===== config.mk =====
export PLATFORM = sky130hd
export DESIGN_NAME = timer_dev
export DESIGN_NICKNAME = d
export VERILOG_FILES = /design/src/rtl/timer_pkg.sv /design/src/rtl/timer_prescaler.sv /design/src/rtl/timer_dev.sv
export SDC_FILE = /design/constraint.sdc
export NUM_CORES = 1
export LEC_CHECK = 0
export ABC_AREA = 1
export BUFFER_PORTS_ARGS = -buffer_cell sky130_fd_sc_hd__buf_2
export CORE_MARGIN = 2
export CORE_UTILIZATION = 59
export DETAILED_ROUTE_END_ITERATION = 16
export PLACE_DENSITY = 0.88
export SYNTH_ARGS = -nofsm -noshare
export SYNTH_HDL_FRONTEND = slang
export SYNTH_SLANG_ARGS = --single-unit

===== constraint.sdc =====
create_clock -name clk -period 3.5 [get_ports clk]
set_clock_uncertainty 0.1 [all_clocks]
set_input_delay 0.175 -clock clk [delete_from_list [all_inputs] [get_ports clk]]
set_output_delay 0.175 -clock clk [all_outputs]
set_load 0.01 [all_outputs]

===== src/rtl/timer_pkg.sv =====
// rtl/timer_pkg.sv - shared register offsets, CTRL fields, mode codes and FSM states for timer_dev
package timer_pkg;

   localparam logic [1:0] OFF_CTRL     = 2'd0;
   localparam logic [1:0] OFF_PRESET   = 2'd1;
   localparam logic [1:0] OFF_COUNT    = 2'd2;
   localparam logic [1:0] OFF_PRESCALE = 2'd3;

   localparam int CTRL_EN      = 0;
   localparam int CTRL_MODE_LO = 1;
   localparam int CTRL_MODE_HI = 2;
   localparam int CTRL_IM      = 3;

   localparam logic [1:0] MODE_ONESHOT = 2'd0;
   localparam logic [1:0] MODE_RELOAD  = 2'd1;

   typedef enum logic [1:0] {
      IDLE = 2'd0,
      LOAD = 2'd1,
      CNT  = 2'd2,
      INT  = 2'd3
   } state_e;

endpackage


===== src/rtl/timer_prescaler.sv =====
// rtl/timer_prescaler.sv - reloadable divider that ticks whenever it reaches zero
module timer_prescaler #(
   parameter int W = 16
) (
   input  logic         clk,
   input  logic         reset,
   input  logic         load,
   input  logic         run,
   input  logic [W-1:0] prescale,
   output logic         tick
);

   localparam logic [W-1:0] ONE = {{(W-1){1'b0}}, 1'b1};

   logic [W-1:0] div_d, div_q;

   assign tick = (div_q == '0);

   // Reload on LOAD and on every tick; otherwise count down while running.
   always_comb begin
      div_d = div_q;
      if (load) begin
         div_d = prescale;
      end else if (run) begin
         div_d = tick ? prescale : (div_q - ONE);
      end
   end

   // Divider register.
   always_ff @(posedge clk) begin
      if (reset) begin
         div_q <= '0;
      end else begin
         div_q <= div_d;
      end
   end

endmodule


===== src/rtl/timer_dev.sv =====
// rtl/timer_dev.sv - memory-mapped countdown timer with level irq; TIMER_PRESCALE_EN adds PRESCALE at offset 3
module timer_dev
   import timer_pkg::*;
#(
   parameter logic [31:0] RESET_PRESET = 32'h0,
   parameter int          PRESCALE_W   = 16
) (
   input  logic        clk,
   input  logic        reset,
   input  logic [31:0] addr,
   input  logic [31:0] wd,
   input  logic        we,
   output logic [31:0] rd,
   output logic        irq
);

   logic [3:0]  ctrl_d, ctrl_q;
   logic [31:0] preset_d, preset_q;
   logic [31:0] count_d, count_q;
   logic        pending_d, pending_q;
   logic        irq_d, irq_q;
   state_e      state_d, state_q;

   logic        wr_ctrl, wr_preset;
   logic        set_pending;
   logic        step;
   logic [31:0] prescale_rd;
   logic        unused_addr;

   assign wr_ctrl     = we && (addr[3:2] == OFF_CTRL);
   assign wr_preset   = we && (addr[3:2] == OFF_PRESET);
   assign unused_addr = ^{addr[31:4], addr[1:0]};

`ifdef TIMER_PRESCALE_EN
   logic [PRESCALE_W-1:0] prescale_d, prescale_q;

   timer_prescaler #(.W(PRESCALE_W)) u_prescaler (
      .clk      (clk),
      .reset    (reset),
      .load     (state_q == LOAD),
      .run      (state_q == CNT),
      .prescale (prescale_q),
      .tick     (step)
   );

   // PRESCALE register write and zero-extended read view.
   always_comb begin
      prescale_d  = prescale_q;
      if (we && (addr[3:2] == OFF_PRESCALE)) begin
         prescale_d = wd[PRESCALE_W-1:0];
      end
      prescale_rd = '0;
      prescale_rd[PRESCALE_W-1:0] = prescale_q;
   end

   // PRESCALE register.
   always_ff @(posedge clk) begin
      if (reset) begin
         prescale_q <= '0;
      end else begin
         prescale_q <= prescale_d;
      end
   end
`else
   logic [31:0] unused_prescale_w;

   assign step              = 1'b1;
   assign prescale_rd       = '0;
   assign unused_prescale_w = PRESCALE_W;
`endif

   // Next-state: FSM actions first, then CPU writes (CPU wins on CTRL), then pending set (set wins).
   always_comb begin
      ctrl_d      = ctrl_q;
      preset_d    = preset_q;
      count_d     = count_q;
      pending_d   = pending_q;
      state_d     = state_q;
      set_pending = 1'b0;

      case (state_q)
         IDLE: begin
            if (ctrl_q[CTRL_EN]) state_d = LOAD;
         end
         LOAD: begin
            count_d = preset_q;
            state_d = CNT;
         end
         CNT: begin
            if (!ctrl_q[CTRL_EN]) begin
               state_d = IDLE;
            end else if (step) begin
               if (count_q == 32'd0) begin
                  state_d     = INT;
                  set_pending = 1'b1;
               end else begin
                  count_d = count_q - 32'd1;
               end
            end
         end
         INT: begin
            case (ctrl_q[CTRL_MODE_HI:CTRL_MODE_LO])
               MODE_RELOAD: begin
                  state_d   = LOAD;
                  pending_d = 1'b0;
               end
               MODE_ONESHOT: begin
                  ctrl_d[CTRL_EN] = 1'b0;
                  state_d         = IDLE;
               end
               default: begin
                  ctrl_d[CTRL_EN] = 1'b0;
                  state_d         = IDLE;
               end
            endcase
         end
         default: state_d = IDLE;
      endcase

      if (wr_ctrl) begin
         ctrl_d    = wd[3:0];
         pending_d = 1'b0;
      end
      if (wr_preset) begin
         preset_d  = wd;
         pending_d = 1'b0;
      end
      if (set_pending) pending_d = 1'b1;

      irq_d = pending_d & ctrl_d[CTRL_IM];
   end

   // Register state.
   always_ff @(posedge clk) begin
      if (reset) begin
         ctrl_q    <= 4'h0;
         preset_q  <= RESET_PRESET;
         count_q   <= 32'h0;
         pending_q <= 1'b0;
         irq_q     <= 1'b0;
         state_q   <= IDLE;
      end else begin
         ctrl_q    <= ctrl_d;
         preset_q  <= preset_d;
         count_q   <= count_d;
         pending_q <= pending_d;
         irq_q     <= irq_d;
         state_q   <= state_d;
      end
   end

   // Combinational read mux.
   always_comb begin
      rd = '0;
      case (addr[3:2])
         OFF_CTRL:     rd = {28'h0, ctrl_q};
         OFF_PRESET:   rd = preset_q;
         OFF_COUNT:    rd = count_q;
         OFF_PRESCALE: rd = prescale_rd;
         default:      rd = '0;
      endcase
   end

   assign irq = irq_q;

endmodule


==> results_dict.tcl, run 1 <==
set metrics [dict create \
    grt_pass1_wl_um 20100 \
    avgSynthCellArea_um2 5.96 \
    p_clk_share_pct 29.9 \
    vias 4883 \
    cts_sinks 72 \
    power_w 0.00202 \
    seq_area_mm2 0.00144 \
    synthMuxAreaShare_pct 0 \
    antenna_found_initial 0 \
    ir_worst_vdd_mv 0.267 \
    cts_hold_buf 7 \
    comb_power_share_pct 26.6 \
    grt_max_degree 65 \
    cts_tree "built" \
    syn_to_final_growth_pct 13.9 \
    place_congestion 0.972 \
    initial_core_util_pct 60.1 \
    synth_top_family_by_area "simple AND/OR/NAND/NOR gates" \
    yosys_warnings 0 \
    cts_buffers 9 \
    startpoint "count_q[0]" \
    dp_worst_setup_slack_ns 0.985 \
    drive_gt1_share_pct 14.2 \
    num_rows 31 \
    fill_cells 702 \
    min-delay-start "wd[5]" \
    arrival_ns 2.80 \
    synth-simple-area-share_pct 37.4 \
    die_area_mm2 0.00797 \
    grt.total_usage_pct 32.4 \
    crit_cells 12 \
    maxSlewViolCount 0 \
    synth_nets 788 \
    slowest_stage "nand2_4" \
    ys_types 26 \
    core_area_mm2 0.00714 \
    start_kind "register" \
    diodes 0 \
    min_delay_path_depth 3 \
    syn_inst 720 \
    slew_headroom_pct 24.8 \
    ff2ff_path_depth 12 \
    setup_viol 0 \
    clock-root-buffer "clkbuf_8" \
    path_common_cell "nor2_1" \
    drt_iter0_drc 482 \
    drc_errors 0 \
    postCtsSetupRepairBufs 0 \
    drtPass1Iterations 8 \
    ctsResizeCount 0 \
    period_needed_ns 2.61 \
    path_max_fanout 33 \
    grt_pass1_vias 4313 \
    cp_top_family "simple AND/OR/NAND/NOR gates" \
    cp.buffers_inverters 2 \
    die_y_um 89.3 \
    cp.required_ns 3.69 \
    rsz0062_at_grt "false" \
    nNetsFinal 846 \
    die_width_um 89.3 \
    cap_violations 0 \
    grt-ovfl-total 0 \
    multi_input_area_mm2 0.00237 \
    r2r-start "count_q[0]" \
    swShare_pct 36.6 \
    clock_latency_ns 0.36 \
    crit_path_end_kind "register" \
    yosys_register_bits 72 \
    slowest_delay_ns 0.34 \
    outcome "finished, final reports clean" \
    power_density_mw_per_mm2 414 \
    fin_hold_ws_ns 0.00384 \
    switchingPower_w 0.000740 \
    routedWlPerCell_um 14.2 \
    period_share_pct 74.5 \
    syn_area_mm2 0.00429 \
    synth_compound_area_share_pct 16.8 \
    pwr-share-seq_pct 43.6 \
    synth-xor-area-share_pct 0.613 \
    synth_adder_area_share_pct 0.292 \
    synth-seq-area-share_pct 33.6 \
    worstHoldPathType "in -> reg" \
    cts_max_level 3 \
    fmax_mhz 384 \
    crit_type "reg -> reg" \
    tightest_slew_ns 1.13 \
    clock_path_buffers 2 \
    crit_chain "inv_1, ha_1, nand2_1, nor2_1, nand2_1, nor2_4, nand3_2, nand2_4, nand2_4, clkinv_4, nor2_1, nor2_1" \
    dp_hpwl_um 8550 \
    clkTransAtPathRegs_ns 0.09 \
    fin_ws_ns 0.893 \
    cellLeakagePower_nw 2.48 \
    portBuffers 69 \
    routed_via_density 5.54 \
    wl_um 12500 \
    boundaryPins 100 \
    timing.setup.tns_ns 0 \
    detail-route-antenna-nets 0 \
    p_int_w 0.00128 \
    hold_viol 0 \
]
final timing paths:
check / endpoint / slack, ns
worst max register to register: count_q[28] / 0.89
worst min register to register: preset_q[0] / 0.37
worst min-delay path: preset_q[5] / 0.004
worst max-delay path: count_q[28] / 0.89
synth_stat cells (all sizes together):
library cell	instances	area share (%)
nand2	165	15
nor2	148	14
inv	88	7.7
dfxtp	72	34
nand3	68	8.1
o21ai	64	7.5
a21oi	38	4.4
o22ai	28	4.1
clkbuf	26	2.3
buf	7	1.1
nand4	5	0.73
o221ai	4	0.82
xor2	3	0.61
and3	1	0.15
clkinv	1	0.20
ha	1	0.29
nor3	1	0.12
cell type report:
class                   count  area share (%)
multi-input cells         526            48.4
flip-flops and latches     72            29.5
repair buffers             80            9.11
well taps                  99            2.53
inverters                  89            6.94
clock inverters             6           0.947
clock buffers               9            2.53
registers in the layout, summed over array words and instances (netlist names):
register,flops
count_q,32
ctrl_q,4
pending_q,1
preset_q,32
state_q,2
irq,1
per-stage QoR:
stage | cell area [um^2] | util, % | cells
CTS | 4890 | 68.5 | 881
floorplan | 4290 | - | 720
global placement | 4650 | 65.1 | 859
finish | 4890 | 68.5 | 881
global route | 4890 | 68.5 | 881
detailed placement | 4650 | 65.1 | 859
routing by layer:
| metal | part of all wire (%) | global-route usage [%] | up-vias |
|---|---|---|---|
| li1 | - | - | 2421 |
| met1 | 42 | 43.7 | 2181 |
| met2 | 47 | 51.7 | 248 |
| met3 | 7.8 | 4.89 | 33 |
| met4 | 2.5 | 14.0 | 0 |
| met5 | 0 | 0 | - |
power by group through the flow:
stage / sequential (W) / clock [W] / combinational [W]
after detailed placement: 0.000900 / 0 / 0.000518
after global routing: 0.000886 / 0.000634 / 0.000603
after global placement: 0.000899 / 0 / 0.000504
after floorplan: 0.000893 / 0 / 0.000378
after CTS: 0.000881 / 0.000608 / 0.000527
final: 0.000882 / 0.000605 / 0.000538
worst register-to-register path, stage by stage (launching register included):
cell and delay [ns]:
dfxtp_1 0.31, inv_1 0.13, ha_1 0.25, nand2_1 0.09, nor2_1 0.12, nand2_1 0.17, nor2_4 0.23, nand3_2 0.17
nand2_4 0.34, nand2_4 0.20, clkinv_4 0.25, nor2_1 0.08, nor2_1 0.10
kinds of logic (layout without fill, tap and decap cells):
family          Yosys count  after routing
fa+ha+maj                 1              1
buf+inv                 122            184
compound gates          134            134
flops                    72             72
xor+xnor                  3              3
simple gates            388            388
layout by cell type, fill, tap and decap left out, drive strengths merged:
cell type    count
a21oi           38
nand4            5
ha               1
and3             1
o221ai           4
clkinvlp         2
clkbuf           9
xor2             3
dfxtp           72
inv             89
nand2          165
o22ai           28
dlygate4sd3      7
nor3             1
o21ai           64
nand3           68
buf             73
clkinv           4
nor2           148
(Power assumes the default switching activity.)
==> run 2: changes to the inputs <==
Settings changed: CORE_UTILIZATION 59 to 54, PLACE_DENSITY 0.88 to 0.82.
Clock period 3.5 ns to 2.5 ns, I/O delays scaled along.
==> run 2 against run 1 <==
  * Critical path depth did not move
  * Clock-buffer cell count is the same
  * Sequential power grew 39%
  * Worst setup slack got worse by 0.65 ns
  * Via count is 2.4% higher
  * Global-route usage increased by 0.15 points
  * First-iteration DRC count down 26%
  * Total power rose by 47%
  * Die area grew 8.8%
  * Hold slack gained 0.027 ns
  * Non-clock buffer count rose by 32
  * Critical path type unchanged
  * Largest power group unchanged
==> results_dict.tcl, run 2 (synthesis results as in run 1) <==
set metrics [dict create \
    largestRegisters "count_q: 32 flops, preset_q: 32 flops, ctrl_q: 4 flops" \
    grt_max_degree 46 \
    drtPass1Iterations 5 \
    crit_path_end_kind "register" \
    grt.total_usage_pct 32.6 \
    grt_pass1_wl_um 22400 \
    setup_viol 0 \
    path_max_fanout 27 \
    die_area_mm2 0.00867 \
    grt-ovfl-total 0 \
    cap_violations 0 \
    core_area_mm2 0.00773 \
    num_rows 32 \
    min_delay_path_depth 3 \
    wl_um 13600 \
    period_share_pct 90.2 \
    grt_pass1_vias 4767 \
    hold_viol 0 \
    syn_to_final_growth_pct 22.0 \
    dp_hpwl_um 9010 \
    crit_type "reg -> reg" \
    use_met2_pct 56.0 \
    place_congestion 0.900 \
    cp.required_ns 2.69 \
    diodes 0 \
    cts_tree "built" \
    cts_sinks 72 \
    detail-route-antenna-nets 0 \
    start_kind "register" \
    placed_cell_area_mm2 0.00471 \
    outcome "finished, final reports clean" \
    drc_errors 0 \
    clock_latency_ns 0.36 \
    clkTransAtPathRegs_ns 0.09 \
    cts_buffers 9 \
    ff2ff_path_depth 12 \
    slew_headroom_pct 30.3 \
    routed_via_density 5.46 \
    antenna_found_initial 0 \
    ir_worst_vdd_mv 0.496 \
    postCtsSetupRepairBufs 0 \
    comb_power_share_pct 27.1 \
    worstHoldPathType "in -> reg" \
    pwr-share-seq_pct 41.4 \
    p_clk_share_pct 31.5 \
    final_cell_mix "161 x nand2_1, 144 x nor2_1, 75 x inv_1, 72 x dfxtp_1, 69 x buf_2" \
    boundaryPins 100 \
    design_area_mm2 0.00523 \
    swShare_pct 35.1 \
    maxSlewViolCount 0 \
    cellLeakagePower_nw 2.63 \
    drive_gt1_share_pct 14.4 \
    clock-root-buffer "clkbuf_8" \
    initial_core_util_pct 55.5 \
    period_needed_ns 2.26 \
    rsz0062_at_grt "false" \
    nNetsFinal 878 \
    portBuffers 69 \
    cts_max_level 3 \
    clock_path_buffers 2 \
    drt_iter0_drc 356 \
    arrival_ns 2.44 \
    fmax_mhz 443 \
    die_y_um 93.1 \
    switchingPower_w 0.00105 \
    routedWlPerCell_um 14.8 \
    vias 5000 \
    use_met3_pct 6.12 \
    met1_usage_pct 41.3 \
    mostFrequentLayoutCell "nand2_1" \
    power_density_mw_per_mm2 570 \
    timing.setup.tns_ns 0 \
    grt_busiest_layer "met2" \
    tightest_slew_ns 1.05 \
    die_width_um 93.1 \
    p_int_w 0.00193 \
]
## run 2: changes by cell type in the layout (fill, tap and decap cells not counted), sizes merged
cell,delta
buf,+6
dlygate4sd3,+26
clkinvlp,+1
bufinv,+1
clkinv,-2
## run 2: power by group through the flow
| stage | logic (W) | clock network [W] | registers, W |
|---|---|---|---|
| finish | 0.000807 | 0.000940 | 0.00123 |
| detailed placement | 0.000744 | 0 | 0.00126 |
| CTS | 0.000789 | 0.000950 | 0.00123 |
| floorplan | 0.000529 | 0 | 0.00125 |
| global placement | 0.000728 | 0 | 0.00126 |
| global route | 0.000900 | 0.000987 | 0.00124 |
## run 2: final cells by class
type	count	area, um^2
clock inverter	6	70.1
timing repair buffer	112	763
fill	730	2490
tap	102	128
clock buffer	9	124
inverter	89	339
multi-input combinational	526	2370
sequential	72	1440
## run 2: worst max-delay path, cell delays in order, from the launching register on
cell      delay, ns
dfxtp_1        0.30
inv_1          0.12
ha_1           0.26
nand2_1        0.10
nor2_1         0.09
nand2_1        0.13
nor2_4         0.14
nand3_2        0.14
nand2_4        0.23
nand2_4        0.15
clkinv_4       0.23
nor2_1         0.08
nor2_1         0.11
## run 2: stage by stage
stage | cells | hold WS [ns] | setup WS, ns | util, % | power [W]
after floorplan | 720 | 0.0941 | 0.767 | - | 0.00178
after global placement | 868 | 0.260 | 0.392 | 60.9 | 0.00199
after detailed placement | 868 | 0.270 | 0.325 | 60.9 | 0.00200
after CTS | 916 | 0.0147 | 0.281 | 67.7 | 0.00297
after global routing | 916 | 0.0602 | 0.0836 | 67.7 | 0.00313
final | 916 | 0.0304 | 0.245 | 67.7 | 0.00298
## run 2: metal layers
layer  share of wire [%]  vias to the layer above
met3                 7.0                       27
met5                   0                        -
met2                  49                      200
met4                 2.3                        0
met1                  42                     2275
li1                    -                     2498
## run 2: timing repair
item,4_1_cts,5_1_grt
hold buffers,33,0
hold endpoints to repair,37,0
resized for setup,0,0
## run 2: worst paths after layout
check          startpoint            to  slack [ns]
max            count_q[0]   count_q[22]        0.24
max reg2reg    count_q[0]   count_q[22]        0.24
min reg2reg  preset_q[24]  preset_q[24]        0.38
min                wd[23]  preset_q[23]        0.03
